$ cat src/rtl/fight_arena_core.sv
// fight_arena_core: two-player fight engine. Positions, health, regen,
// punch/kick resolution and a best-of-N round/match FSM. All game state
// advances only on the internal game tick.
module fight_arena_core #(
    parameter int TICK_DIV    = 20000000,
    parameter int ARENA_LEN   = 4,
    parameter int POS_W       = 2,
    parameter int HP_MAX      = 7,
    parameter int HP_W        = 3,
    parameter int KICK_RANGE  = 1,
    parameter int REGEN_TICKS = 2,
    parameter int ROUND_WIN   = 2
) (
    input  logic             CLK,
    input  logic             RST,
    input  logic             start,
    input  logic             p1_kick,
    input  logic             p1_punch,
    input  logic             p1_wait,
    input  logic             p1_jump,
    input  logic             p1_fwd,
    input  logic             p1_back,
    input  logic             p2_kick,
    input  logic             p2_punch,
    input  logic             p2_wait,
    input  logic             p2_jump,
    input  logic             p2_fwd,
    input  logic             p2_back,
    output logic [POS_W-1:0] p1_pos,
    output logic [POS_W-1:0] p2_pos,
    output logic [HP_W-1:0]  p1_health,
    output logic [HP_W-1:0]  p2_health,
    output logic [1:0]       p1_rounds,
    output logic [1:0]       p2_rounds,
    output logic [1:0]       state,
    output logic [1:0]       winner,
    output logic             tick
);

    localparam int CNT_W = (TICK_DIV > 1) ? $clog2(TICK_DIV) : 1;
    localparam int RG_W  = (REGEN_TICKS > 0) ? $clog2(REGEN_TICKS + 1) : 1;
    localparam int GAP_W = POS_W + 1;

    // state doubles as the debug view of the FSM
    typedef enum logic [1:0] {
        S_IDLE       = 2'd0,
        S_FIGHT      = 2'd1,
        S_ROUND_END  = 2'd2,
        S_MATCH_OVER = 2'd3
    } state_t;

    state_t           st_q;
    logic [CNT_W-1:0] tick_cnt;
    logic [RG_W-1:0]  p1_rg, p2_rg;

    // FIGHT-step results, only committed on a tick while fighting
    logic [POS_W-1:0] p1_mv, p2_mv, p1_pos_n, p2_pos_n;
    logic [GAP_W-1:0] gap;
    logic             gap_zero, kick_ok, clash, ko1, ko2;
    logic [RG_W-1:0]  p1_rg_n, p2_rg_n;
    logic [HP_W-1:0]  p1_hp_r, p2_hp_r, p1_hp_n, p2_hp_n;
    logic [1:0]       p1_dmg, p2_dmg;
    logic             win_done;

    assign state = st_q;
    assign tick  = (tick_cnt == CNT_W'(TICK_DIV - 1));

    // one step toward/away from the centre, clamped to the half-arena
    function automatic logic [POS_W-1:0] step_pos(input logic [POS_W-1:0] pos,
                                                  input logic fwd, input logic back);
        step_pos = pos;
        if (fwd && !back && pos != POS_W'(ARENA_LEN - 1))
            step_pos = pos + 1'b1;
        else if (back && !fwd && pos != '0)
            step_pos = pos - 1'b1;
    endfunction

    // returns {next regen count, health after regen}
    function automatic logic [RG_W+HP_W-1:0] regen(input logic idle,
                                                   input logic [RG_W-1:0] cnt,
                                                   input logic [HP_W-1:0] hp);
        logic [RG_W-1:0] c;
        logic [HP_W-1:0] h;
        c = '0;
        h = hp;
        if (idle) begin
            if (cnt == RG_W'(REGEN_TICKS - 1)) begin
                if (hp < HP_W'(HP_MAX))
                    h = hp + 1'b1;
            end else begin
                c = cnt + 1'b1;
            end
        end
        regen = {c, h};
    endfunction

    function automatic logic [HP_W-1:0] hit(input logic [HP_W-1:0] hp, input logic [1:0] dmg);
        hit = (hp > HP_W'(dmg)) ? hp - HP_W'(dmg) : '0;
    endfunction

    // resolve one FIGHT tick: move, gap, regen, attacks, clash, knockout
    always_comb begin
        p1_mv    = step_pos(p1_pos, p1_fwd, p1_back);
        p2_mv    = step_pos(p2_pos, p2_fwd, p2_back);
        gap      = (GAP_W'(ARENA_LEN - 1) - {1'b0, p1_mv}) + (GAP_W'(ARENA_LEN - 1) - {1'b0, p2_mv});
        gap_zero = (gap == '0);
        kick_ok  = (gap <= GAP_W'(KICK_RANGE));
        {p1_rg_n, p1_hp_r} = regen(p1_wait & ~(p1_kick | p1_punch | p1_jump | p1_fwd | p1_back),
                                   p1_rg, p1_health);
        {p2_rg_n, p2_hp_r} = regen(p2_wait & ~(p2_kick | p2_punch | p2_jump | p2_fwd | p2_back),
                                   p2_rg, p2_health);
        // bit 1 = punch landed (2 HP), bit 0 = kick landed (1 HP)
        p2_dmg   = {p1_punch & ~p2_punch & ~p2_jump & gap_zero,
                    p1_kick & ~p2_kick & ~p2_jump & ~p2_punch & kick_ok};
        p1_dmg   = {p2_punch & ~p1_punch & ~p1_jump & gap_zero,
                    p2_kick & ~p1_kick & ~p1_jump & ~p1_punch & kick_ok};
        p1_hp_n  = hit(p1_hp_r, p1_dmg);
        p2_hp_n  = hit(p2_hp_r, p2_dmg);
        clash    = gap_zero & ((p1_punch & p2_punch) | (p1_kick & p2_kick));
        p1_pos_n = (clash && p1_mv != '0) ? p1_mv - 1'b1 : p1_mv;
        p2_pos_n = (clash && p2_mv != '0) ? p2_mv - 1'b1 : p2_mv;
        ko1      = (p1_hp_n == '0);
        ko2      = (p2_hp_n == '0);
        win_done = (winner == 2'd1 && p1_rounds == 2'(ROUND_WIN)) ||
                   (winner == 2'd2 && p2_rounds == 2'(ROUND_WIN));
    end

    // free-running game tick divider
    always_ff @(posedge CLK) begin
        if (RST || tick)
            tick_cnt <= '0;
        else
            tick_cnt <= tick_cnt + 1'b1;
    end

    // round/match FSM with all game state, advanced once per tick
    always_ff @(posedge CLK) begin
        if (RST) begin
            st_q      <= S_IDLE;
            p1_pos    <= '0;
            p2_pos    <= '0;
            p1_health <= HP_W'(HP_MAX);
            p2_health <= HP_W'(HP_MAX);
            p1_rounds <= '0;
            p2_rounds <= '0;
            winner    <= '0;
            p1_rg     <= '0;
            p2_rg     <= '0;
        end else if (tick) begin
            case (st_q)
                S_IDLE: begin
                    if (start)
                        st_q <= S_FIGHT;
                end
                S_FIGHT: begin
                    p1_pos    <= p1_pos_n;
                    p2_pos    <= p2_pos_n;
                    p1_health <= p1_hp_n;
                    p2_health <= p2_hp_n;
                    p1_rg     <= p1_rg_n;
                    p2_rg     <= p2_rg_n;
                    if (ko1 || ko2) begin
                        st_q   <= S_ROUND_END;
                        winner <= {ko1, ko2};
                        if (ko2 && !ko1)
                            p1_rounds <= p1_rounds + 1'b1;
                        if (ko1 && !ko2)
                            p2_rounds <= p2_rounds + 1'b1;
                    end
                end
                S_ROUND_END: begin
                    if (win_done) begin
                        st_q <= S_MATCH_OVER;
                    end else begin
                        st_q      <= S_FIGHT;
                        p1_pos    <= '0;
                        p2_pos    <= '0;
                        p1_health <= HP_W'(HP_MAX);
                        p2_health <= HP_W'(HP_MAX);
                        p1_rg     <= '0;
                        p2_rg     <= '0;
                    end
                end
                S_MATCH_OVER: begin
                    if (start) begin
                        st_q      <= S_FIGHT;
                        p1_pos    <= '0;
                        p2_pos    <= '0;
                        p1_health <= HP_W'(HP_MAX);
                        p2_health <= HP_W'(HP_MAX);
                        p1_rounds <= '0;
                        p2_rounds <= '0;
                        winner    <= '0;
                        p1_rg     <= '0;
                        p2_rg     <= '0;
                    end
                end
                default: st_q <= S_IDLE;
            endcase
        end
    end

endmodule
$ cat config.mk
export PLATFORM = sky130hd
export DESIGN_NAME = fight_arena_core
export DESIGN_NICKNAME = d
export VERILOG_FILES = /design/src/rtl/fight_arena_core.sv
export SDC_FILE = /design/constraint.sdc
export NUM_CORES = 1
export LEC_CHECK = 0
export ABC_AREA = 1
export BUFFER_PORTS_ARGS = -buffer_cell sky130_fd_sc_hd__buf_2
export CORE_ASPECT_RATIO = 0.8
export CORE_UTILIZATION = 45
export CTS_CLUSTER_DIAMETER = 60
export CTS_CLUSTER_SIZE = 30
export DETAILED_ROUTE_END_ITERATION = 10
export SLEW_MARGIN = 20
export SYNTH_ARGS = -nofsm -noshare
export SYNTH_HDL_FRONTEND = slang
export SYNTH_SLANG_ARGS = --single-unit
$ cat constraint.sdc
create_clock -name CLK -period 6.85 [get_ports CLK]
set_clock_uncertainty 0.05 [all_clocks]
set_input_delay 1.37 -clock CLK [delete_from_list [all_inputs] [get_ports CLK]]
set_output_delay 1.37 -clock CLK [all_outputs]
set_load 0.1 [all_outputs]
* Yosys cells after proc, flatten, opt, wreduce, memory -nomap -nowiden
Cells that the tools add are included.
** Storage, ports and cells
- Register bits after elaboration :: 47
- Input port bits :: 15
- Output and inout bits :: 19
- Word-level logic and storage cells :: 167
** Operators by class
- Add/sub/neg operators :: 18
- Order comparisons :: 5
- Equality and inequality tests :: 18
- Mux-type cells :: 40
- Bitwise logic cells :: 36
- Reduce and logical (&&, ||, !) cells :: 39
** Operators by type and width (count)
- 2-bit 2-to-1 mux :: 20
- 3-bit 2-to-1 mux :: 10
- 2-bit one-hot mux with 3 select lines :: 5
- 25-bit by 1-bit adder with 25-bit output, second input constant :: 1
- 25-bit == test, second input constant :: 1
- 1-bit AND :: 19
- 3-bit one-hot mux with 3 select lines :: 2
- 1-bit logical AND :: 14
- 2-bit != test, second input constant :: 7
- 2-bit by 1-bit adder with 2-bit output, second input constant :: 6
- 2-bit one-hot mux with 2 select lines :: 3
- 2-bit == test, second input constant :: 5
- 5-bit AND reduction :: 2
- 2-bit nonzero test :: 5
- 3-bit zero test :: 3
- 1-bit OR :: 9
- 2-bit by 1-bit == test with 1-bit output, second input constant :: 4
- 1-bit NOT :: 8
- 4-bit AND reduction :: 2
- 2-bit by 1-bit subtractor with 2-bit output, second input constant :: 4
- 3-bit by 1-bit adder with 3-bit output, second input constant :: 2
- 3-bit by 2-bit greater-than comparator with 1-bit output :: 2
- 1-bit zero test :: 6
- 3-bit less-than comparator, second input constant :: 2
- other kinds (10) :: 14

* Depth between registers and ports, before layout
Gate-level depths: netlist of run 1.
- Word-level depth :: 17
- Depth in mapped cells :: 26
- Mapped depth without buffers :: 26

* Worst setup path after synthesis of run 1
Ideal clock, no wire load.
- Path type :: in2reg
- Start point :: input port p2_back
- End point :: register st_q[1] (netlist: state[1])
- Library setup time :: 114 ps
- Arrival time :: 4196 ps
- Data required time :: 6686 ps
- Path slack :: 2491 ps
- Stages :: 19
- Buffers on the path :: 0
- Path through :: inv_1 nor2_1 nand2_1 nand2_1 xor2_1 ha_1 inv_1 fa_1 nand2_1 nor3_1 ha_1 inv_1 fa_1 o21ai_0 nand2_1 nand3_1 nand3_1 nor2_1 nor2_1
** On the way
- Word-level cells in the longest chain between the ends :: 14
- Elaborated cells between the ends (all ways) :: 30
- Those cells by class :: add/sub (4); order compare (3); eq/ne (1); mux (5); bitwise (7); reduce/logical (10)
** Ends and longest elaborated chain
- start: declaration :: RTL line 28 : input logic p2_back,
- 1-bit logical AND or 1-bit zero test (tied branches) :: RTL line 74, 72
- 1-bit logical AND (on tied branches) :: RTL line 74, 72
- 2-bit 2-to-1 mux or 1-bit logical AND (tied branches) :: RTL line 74, 72
- 2-bit 2-to-1 mux :: RTL line 72 : if (fwd && !back && pos != POS_W'(ARENA_LEN - 1))
- 2-bit by 2-bit subtractor with 3-bit output :: RTL line 105 : gap = (GAP_W'(ARENA_LEN - 1) - {1'b0, p1_mv}) + (GAP_W'(ARENA_LEN - 1) - {1'b0, p2_mv});
- 3-bit adder :: RTL line 105
- 3-bit by 1-bit less-or-equal comparator with 1-bit output or 3-bit zero test (tied branches) :: RTL line 107, 106
- 1-bit AND (on tied branches)
- 3-bit by 2-bit subtractor with 3-bit output or 3-bit by 2-bit greater-than comparator with 1-bit output (tied branches) :: RTL line 98 : hit = (hp > HP_W'(dmg)) ? hp - HP_W'(dmg) : '0;
- 3-bit 2-to-1 mux :: RTL line 98
- 3-bit zero test (on tied branches) :: RTL line 122, 123
- 1-bit logical OR * :: RTL line 162 : if (ko1 || ko2) begin
- 2-bit != test (no line) *
- 3-bit AND reduction (no line) *
- end signal: assignment :: RTL line 163 : st_q <= S_ROUND_END;
- end signal: assignment :: RTL line 173 : st_q <= S_MATCH_OVER;
- end signal: assignment :: RTL line 175 : st_q <= S_FIGHT;
- end: declaration :: RTL line 52 : state_t st_q;
Every way passes the cells marked *; elsewhere a longest branch is shown, timed or not.
A chain may end at the register's enable or synchronous reset.

* Worst setup path after layout of run 1
- Start point :: input port p2_fwd
- End point :: register st_q[1] (netlist: state[1])
** On the way
- Word-level cells in the longest chain between the ends :: 15
- Elaborated cells between the ends (all ways) :: 31
- Those cells by class :: add/sub (4); order compare (3); eq/ne (1); mux (5); bitwise (8); reduce/logical (10)
** Ends and longest elaborated chain
- start: declaration :: RTL line 27 : input logic p2_fwd,
- 1-bit zero test :: RTL line 74 : else if (back && !fwd && pos != '0)
- 1-bit logical AND (2 in series) :: RTL line 74
- 2-bit 2-to-1 mux :: RTL line 74
- 2-bit 2-to-1 mux :: RTL line 72
- 2-bit by 2-bit subtractor with 3-bit output :: RTL line 105
- 3-bit adder :: RTL line 105
- 3-bit by 1-bit less-or-equal comparator with 1-bit output or 3-bit zero test (tied branches) :: RTL line 107, 106
- 1-bit AND (on tied branches)
- 3-bit by 2-bit subtractor with 3-bit output or 3-bit by 2-bit greater-than comparator with 1-bit output (tied branches) :: RTL line 98
- 3-bit 2-to-1 mux :: RTL line 98
- 3-bit zero test (on tied branches) :: RTL line 122, 123
- 1-bit logical OR * :: RTL line 162
- 2-bit != test (no line) *
- 3-bit AND reduction (no line) *
Marked as above.

==> parameters.txt, run 1 <==
Parameter                              Value

Synth
  Warnings, synthesis    0
  Unique cell type count in the Yosys netlist    42
  Number of synthesized flops with an enable pin    0
  Synthesized netlist cell count    459
  Post-synthesis instance area    roughly 3100 µm²
  Largest area contributor in the netlist    sky130_fd_sc_hd__dfxtp_1
  Post-synth top area share    30.1%
  Flop and latch count out of synthesis    between 40 and 50
  Syn Nets    496
  Synth top area cells    sky130_fd_sc_hd__dfxtp_1 30%, sky130_fd_sc_hd__nand2_1 11%, sky130_fd_sc_hd__inv_1 9.4%, sky130_fd_sc_hd__ha_1 7.6%, sky130_fd_sc_hd__nor2_1 6.2%
  Post-synth ARST share    0%
  Synth Flop Type    sky130_fd_sc_hd__dfxtp_1
  Sequential area share after synthesis    30.1%
  Mean post-synth cell area    6.81 µm²

Clock tree
  Root buffer cell    sky130_fd_sc_hd__clkbuf_8
  Number of buffers created by CTS    5
  Clock Latency Late Sink    0.30 ns
  Clock slew at reported path FFs    0.10 ns
  Number of setup buffers added after CTS    0
  Quantity of gates resized following cts    0
  Number of clock sinks seen by CTS    47
  Bufs on Longest Clock Path    2
  CTS tree    built
  Total of hold buffers inserted after clock tree synthesis    0
  Level count of the clock H-tree    2

STA
  Share of the cycle needed by the critical path after routing    68.8%
  Transition time at the pin with the least slew margin    approximately 0.51 ns
  Highest clock frequency the design can meet    212 MHz
  Worst-case headroom to the max-slew limit    between 60% and 70%
  Final worst path period need    4.72 ns
  Hold slack    0.406 ns
  Summed negative setup slack over all endpoints    0 ns
  Hold Vio Cnt, Final    0
  Count of pins over their slew limit    0
  Final Setup Violations    0
  Final WS setup    between 2 and 2.5 ns
  RSZ-0062 raised after global routing    false

Floorplanning
  Top-level port count    34
  Placeable core area    about 6500 µm²
  Initial Util    47.8%
  Width of the die    95.2 µm
  Row count    26
  Die area    around 7300 µm²
  Chip Height    76.6 µm

Pwr
  LEAKAGE    roughly 0.0016 µW
  Power density over the cells    137 nW/µm²
  Worst-case vdd ir drop    between 0.1 and 0.15 mV

Global routing
  Overall global routing resource usage    20.8%
  Number of antenna violations at the first check in global routing    0
  Vias in the first global route    2,641
  Pin count of the biggest net entering global routing    18
  Total grt overflow    0
  Wire length of the first global-routing pass    between 10,000 and 15,000 µm

Worst setup path
  CP Launch Type    primary input
  Crit end category    flop
  Total number of cells along the worst setup path    20
  Data arrival time at the worst-slack endpoint    4.86 ns
  Critical path peak fanout    5
  Count of cells along the worst register-to-register path    20
  Ordered list of cells on the worst path    buf_2 -> inv_1 -> nor2_1 -> nand2_1 -> nand2_1 -> xor2_1 -> ha_1 -> inv_1 -> fa_1 -> nand2_1 -> nor3_1 -> ha_1 -> inv_1 -> fa_1 -> o21ai_0 -> nand2_1 -> nand3_1 -> nand3_1 -> nor2_1 -> nor2_1
  Highest-delay cell along the critical path    sky130_fd_sc_hd__fa_1
  Critical path type    primary input to flop
  Critical path's largest stage delay    0.48 ns
  Top Family by Delay on Critical Path    adder cells
  Req. time, crit path    7.00 ns
  Buffers plus inverters on the worst setup path    4
  Cell repeated most along the worst path    sky130_fd_sc_hd__nand2_1

Route
  Iteration-0 DRC Markers    122
  Final routed wirelength across all metal layers    6900 µm
  Wire length per cell after detailed routing    between 10 and 15 µm
  Final routed DRC violation total    0
  Number of vias per cell    4.97
  Count of TritonRoute iterations in the first routing pass    5
  Antenna Violating Nets Remaining    0
  Vias after detailed routing    2,884

Final layout
  Layout cells sized above 1    14.7%
  Net count reported at finish    532
  Number of antenna cells inserted    0
  Layout Cells excl Fill    580
  Fill cell count    662
  Synth-to-Final Area Change    10.9%
  Area of combinational cells with multiple inputs    between 1500 and 2000 µm²
  Area of all sequential standard cells    between 900 and 1000 µm²

Worst hold path
  Type of the tightest min-delay check    flop to flop
  Cell depth of the worst min-delay path    1

Placed design
  Detailed-placement wirelength estimate    5450 µm
  Routability congestion estimate    0.853
  Placed cell count    572
  Buffers added on ports    33
  Pre-CTS worst setup slack    1.85 ns

Flow run
  Number of max-capacitance violations reported    0

Outcome
  Run status    finished clean
[sequential cells by signal, indices dropped and copies added, names as in the netlist]
register   flops
p1_health      3
p1_pos         2
p1_rg          2
p1_rounds      2
p2_health      3
p2_pos         2
p2_rg          2
p2_rounds      2
state          2
tick_cnt      25
winner         2
[routing by layer]
| metal | routed length (µm) | vias up | GRT usage (%) |
|---|---|---|---|
| met5 | 0 | - | 0 |
| met2 | 2730 | 65 | 30.1 |
| met4 | 48 | 0 | 5.00 |
| met1 | 3730 | 1255 | 31.8 |
| met3 | 379 | 4 | 3.19 |
| li1 | - | 1560 | - |
[Yosys cell counts, types with 2 or more instances]
cell	instances
sky130_fd_sc_hd__nor2_2	7
sky130_fd_sc_hd__fa_1	3
sky130_fd_sc_hd__ha_1	19
sky130_fd_sc_hd__nor3_1	16
sky130_fd_sc_hd__a31oi_1	3
sky130_fd_sc_hd__o211ai_1	6
sky130_fd_sc_hd__or2_0	2
sky130_fd_sc_hd__xor2_1	9
sky130_fd_sc_hd__nor4_1	2
sky130_fd_sc_hd__clkbuf_1	2
sky130_fd_sc_hd__nand2_1	90
sky130_fd_sc_hd__nand3_1	26
sky130_fd_sc_hd__nand3_2	2
sky130_fd_sc_hd__inv_1	78
sky130_fd_sc_hd__a21oi_1	37
sky130_fd_sc_hd__o21ai_1	2
sky130_fd_sc_hd__nand4_1	9
sky130_fd_sc_hd__dfxtp_1	47
sky130_fd_sc_hd__o21ai_0	13
sky130_fd_sc_hd__or2_2	4
sky130_fd_sc_hd__nor2_1	52
sky130_fd_sc_hd__nor2_4	3
sky130_fd_sc_hd__nand2_2	5
sky130_fd_sc_hd__inv_2	2
sky130_fd_sc_hd__nor3_4	2
sky130_fd_sc_hd__nor3_2	2
[metrics by stage]
stage | area, µm² | utilization (%) | total power, µW
6_report | 3470 | 53.0 | 474
5_1_grt | 3470 | 53.0 | 500
4_1_cts | 3470 | 53.0 | 482
3_5_place_dp | 3370 | 51.6 | 304
3_3_place_gp | 3370 | 51.6 | 304
2_1_floorplan | 3130 | - | 296
[logic make-up after synthesis]
family | Yosys count | share of synthesized area, %
AOI/OAI and AO/OA | 68 | 12.2
adders and majority gates | 22 | 9.52
DFF | 47 | 30.1
and+or+nand+nor | 227 | 34.9
buffers and inverters | 85 | 10.6
xor gates and xnor gates | 10 | 2.80
[worst paths after layout]
kind / start / to / slack (ns)
worst max-delay path: p2_fwd / state[1] / 2.13
worst min-delay path: tick_cnt[0] / tick_cnt[0] / 0.41
worst max register to register: p2_pos[0] / state[1] / 2.65
worst min register to register: tick_cnt[0] / tick_cnt[0] / 0.41
[report_power, final]
group	switching (µW)	internal, µW	total (µW)
registers	0.958	274	275
clock network	101	75.7	177
logic	14.1	7.86	21.9
total	116	358	474
[cell type report]
| class | instances | area share (%) |
|---|---|---|
| multi-input combinational | 327 | 53.5 |
| clock inverter | 3 | 0.794 |
| tap | 84 | 3.03 |
| clock buffer | 5 | 1.98 |
| timing repair buffer | 33 | 4.76 |
| sequential | 47 | 27.1 |
| inverter | 81 | 8.77 |
[cells in the final DEF, fill, tap and decap left out, types with 13 or more instances in the layout]
cell type                 synthesis  routed
sky130_fd_sc_hd__a21oi_1         37      37
sky130_fd_sc_hd__dfxtp_1         47      47
sky130_fd_sc_hd__ha_1            19      19
sky130_fd_sc_hd__o21ai_0         13      13
sky130_fd_sc_hd__buf_2            0      33
sky130_fd_sc_hd__inv_1           78      78
sky130_fd_sc_hd__nand3_1         26      26
sky130_fd_sc_hd__nor2_1          52      52
sky130_fd_sc_hd__nor3_1          16      16
sky130_fd_sc_hd__nand2_1         90      90
Power figures use the tool's default switching activity.
==> inputs of run 2 (changes only) <==
--- a/config.mk
+++ b/config.mk
@@ -5,7 +5,7 @@
 export SDC_FILE = /design/constraint.sdc
 export NUM_CORES = 1
 export LEC_CHECK = 0
-export ABC_AREA = 1
+export ABC_AREA = 0
 export BUFFER_PORTS_ARGS = -buffer_cell sky130_fd_sc_hd__buf_2
 export CORE_ASPECT_RATIO = 0.8
 export CORE_UTILIZATION = 45
==> constraint.sdc (replaced) <==
create_clock -name CLK -period 4.9 [get_ports CLK]
set_clock_uncertainty 0.05 [all_clocks]
set_input_delay 0.98 -clock CLK [delete_from_list [all_inputs] [get_ports CLK]]
set_output_delay 0.98 -clock CLK [all_outputs]
set_load 0.1 [all_outputs]
==> run 2 against run 1 <==
Synthesized cell count shrank 15%. Clock power grew 35%. Largest power group unchanged. Final area increased by 0.87%. Combinational power grew 120%. Register-to-register slack got worse by 2.2 ns. Worst hold slack gained 0.0081 ns. Critical path depth decreased by 2. Worst setup slack worse by 1.8 ns.
==> parameters.txt, run 2 <==
Parameter                              Value

Pwr
  Power density over the cells    192 nW/µm²
  Worst-case vdd ir drop    ~0.11 mV
  LEAKAGE    approximately 0.0015 µW
  Overall power of the completed layout    673 µW

Floorplanning
  Die area    7480 µm²
  Placeable core area    about 6900 µm²
  Top-level port count    34
  Initial Util    46.6%
  Chip Height    about 78 µm
  Row count    27
  Width of the die    96.4 µm

Synth
  Cell with the most instances after synthesis    sky130_fd_sc_hd__dfxtp_1
  Share of synthesized cell area in full adder, half adder and majority cells    9.28%
  Post-synth ARST share    0%
  Post-synthesis instance area    3210 µm²
  Complex-gate fraction of the synthesized area    13.7%
  Largest area contributor in the netlist    sky130_fd_sc_hd__dfxtp_1
  Share of synthesized area spent on multiplexers    2.50%
  Flop and latch count out of synthesis    47
  Simple-gate share of the synthesized area    about a third
  Sequential area share after synthesis    29.3%
  Area share of xor/xnor cells in the synthesized design    7.10%
  Synthesized netlist cell count    389
  Mean post-synth cell area    about 8.3 µm²
  Post-synth top area share    29.3%
  Synth Flop Type    sky130_fd_sc_hd__dfxtp_1
  Unique cell type count in the Yosys netlist    67
  Most used standard cells in the synthesized netlist    47 x sky130_fd_sc_hd__dfxtp_1, 45 x sky130_fd_sc_hd__nor2_1, 40 x sky130_fd_sc_hd__nand2_1, 25 x sky130_fd_sc_hd__nand3_1
  Number of synthesized flops with an enable pin    0
  Main combinational cell family by area after synthesis    simple AND/OR/NAND/NOR gates
  Synth top area cells    sky130_fd_sc_hd__dfxtp_1 29%, sky130_fd_sc_hd__ha_1 7.4%, sky130_fd_sc_hd__nor2_1 5.3%, sky130_fd_sc_hd__nand2_1 4.7%, sky130_fd_sc_hd__xnor2_1 4.6%
  Syn Nets    426
  Warnings, synthesis    0

STA
  Transition time at the pin with the least slew margin    0.757 ns
  Count of pins over their slew limit    0
  Final Setup Violations    0
  Highest clock frequency the design can meet    roughly 220 MHz
  Hold Vio Cnt, Final    0
  RSZ-0062 raised after global routing    false
  Worst-case headroom to the max-slew limit    49.4%
  Final worst path period need    4.58 ns
  Share of the cycle needed by the critical path after routing    between 90 and 100%
  Final WS setup    approximately 0.32 ns
  Summed negative setup slack over all endpoints    0 ns

Clock tree
  Clock Latency Late Sink    0.30 ns
  Number of clock sinks seen by CTS    47
  Quantity of gates resized following cts    0
  Number of buffers created by CTS    5
  Number of setup buffers added after CTS    0
  Clock slew at reported path FFs    0.08 ns
  CTS tree    built
  Level count of the clock H-tree    2
  Root buffer cell    sky130_fd_sc_hd__clkbuf_8
  Bufs on Longest Clock Path    2
  Total of hold buffers inserted after clock tree synthesis    0

Worst setup path
  Data arrival time at the worst-slack endpoint    roughly 4.7 ns
  R2R Setup Slk    0.46 ns
  Count of cells along the worst register-to-register path    19
  Critical path's largest stage delay    0.52 ns
  Req. time, crit path    5.06 ns
  Highest-delay cell along the critical path    sky130_fd_sc_hd__fa_1
  Critical path type    primary input to flop
  Critical path peak fanout    7
  CP Launch Type    primary input
  Crit end category    flop
  Worst r2r dst    winner[0]
  Ordered list of cells on the worst path    buf_2 -> nor2b_1 -> mux2i_1 -> xnor2_1 -> ha_1 -> inv_1 -> fa_1 -> nand2_1 -> nor2_1 -> nand3_1 -> fa_1 -> nor2b_1 -> nor3b_1 -> o31ai_1 -> a211oi_2 -> buf_4 -> nand3_1 -> a211oi_1
  FF-to-FF Start    p1_pos[1]

Global routing
  Total grt overflow    0
  Wire length of the first global-routing pass    between 10,000 and 15,000 µm
  Number of antenna violations at the first check in global routing    0
  Pin count of the biggest net entering global routing    24
  Overall global routing resource usage    21.1%
  Vias in the first global route    around 2,600

Final layout
  Net count reported at finish    456
  Synth-to-Final Area Change    9.01%
  Largest registers    tick_cnt: 25 flops, p1_health: 3 flops, p2_health: 3 flops
  Most common cell after layout, fill and taps aside    sky130_fd_sc_hd__dfxtp_1
  Number of antenna cells inserted    0
  Largest reg by FF count    tick_cnt
  Number of flip-flops under the largest register name    25
  Layout cells sized above 1    between 15 and 20%
  Fill cell count    681
  Top library cells by usage in the layout, fill and taps aside    47 x sky130_fd_sc_hd__dfxtp_1, 45 x sky130_fd_sc_hd__nor2_1, 40 x sky130_fd_sc_hd__nand2_1

Route
  Antenna Violating Nets Remaining    0
  Final routed DRC violation total    0
  Vias after detailed routing    2,801
  Iteration-0 DRC Markers    150
  Number of vias per cell    between 5 and 6
  Final routed wirelength across all metal layers    between 7000 and 8000 µm
  Wire length per cell after detailed routing    approximately 15 µm
  Count of TritonRoute iterations in the first routing pass    6

Worst hold path
  Hold endpoint    tick_cnt[0]
  Worst min-delay path startpoint    tick_cnt[0]
  Type of the tightest min-delay check    flop to flop
  Cell depth of the worst min-delay path    1

Placed design
  Pre-CTS worst setup slack    around 0.012 ns
  Buffers added on ports    33
  Detailed-placement wirelength estimate    5650 µm
  Routability congestion estimate    0.797

Flow run
  Number of max-capacitance violations reported    0

Outcome
  Run status    finished clean
==> run 2: cell types whose count changed in the layout (fill, tap and decap cells not counted), moves of 7 or more <==
cell                      previous run  this run
sky130_fd_sc_hd__o21ai_0            13         6
sky130_fd_sc_hd__nor2_1             52        45
sky130_fd_sc_hd__a21oi_1            37        16
sky130_fd_sc_hd__xnor2_1             1        17
sky130_fd_sc_hd__inv_1              78        18
sky130_fd_sc_hd__mux2i_1             0         8
sky130_fd_sc_hd__nand2_1            90        40
sky130_fd_sc_hd__and3_1              0        10
==> run 2: stage by stage <==
step | hold slack, ns | std cells | utilization [%] | instance area, µm²
floorplan | 0.376 | 389 | - | 3210
global placement | 0.391 | 499 | 49.5 | 3410
detailed placement | 0.401 | 499 | 49.5 | 3410
CTS | 0.421 | 506 | 50.8 | 3500
global route | 0.443 | 506 | 50.8 | 3500
finish | 0.414 | 506 | 50.8 | 3500
==> run 2: how the worst max path moves through the flow <==
stage | start | to | slack, ns | cells past startpoint
after floorplan | p2_pos[0] | state[1] | 0.10 | 18
after global placement | p1_fwd | state[1] | 0.13 | 18
after detailed placement | p1_fwd | winner[0] | 0.01 | 17
after CTS | p1_fwd | winner[0] | 0.31 | 17
after global routing | p1_fwd | winner[0] | 0.04 | 17
final | p1_fwd | winner[0] | 0.32 | 18
==> run 2: logic make-up after synthesis <==
family | count (synthesis)
buffers and inverters | 32
AND/OR/NAND/NOR | 193
adder cells (fa/ha/maj) | 22
multiplexers | 8
XOR/XNOR | 26
flip-flops | 47
AO/OA/AOI/OAI | 61
==> run 2: worst max-delay path: cells and delay by family <==
kind | cells | cell delay, ns
adders and majority gates | 3 | 1.22
and+or+nand+nor | 7 | 1.15
AOI/OAI and AO/OA | 3 | 0.61
buffers and inverters | 3 | 0.37
xor gates and xnor gates | 1 | 0.30
muxes | 1 | 0.10
==> run 2: metal layers <==
| metal | part of all wire, % | track usage, % | vias to the layer above |
|---|---|---|---|
| li1 | - | - | 1448 |
| met1 | 55 | 32.1 | 1299 |
| met2 | 41 | 30.7 | 47 |
| met3 | 3.4 | 3.53 | 7 |
| met4 | 0.92 | 4.85 | 0 |
| met5 | 0 | 0 | - |
==> run 2: final cells by class <==
| type | instances | area, µm² | area share [%] |
|---|---|---|---|
| multi-input combinational | 310 | 2110 | 60.2 |
| sequential | 47 | 941 | 26.9 |
| timing repair buffer | 35 | 180 | 5.15 |
| tap | 87 | 109 | 3.11 |
| clock buffer | 6 | 82.6 | 2.36 |
| inverter | 20 | 75.1 | 2.15 |
| clock inverter | 1 | 5.00 | 0.143 |
==> run 2: power by group <==
part / switching (µW) / total (µW) / leakage, µW / internal, µW
clock network: 128 / 239 / 0.0000470 / 111
registers: 1.87 / 385 / 0.000379 / 384
logic: 28.8 / 47.9 / 0.00103 / 19.1
total: 159 / 673 / 0.00145 / 514
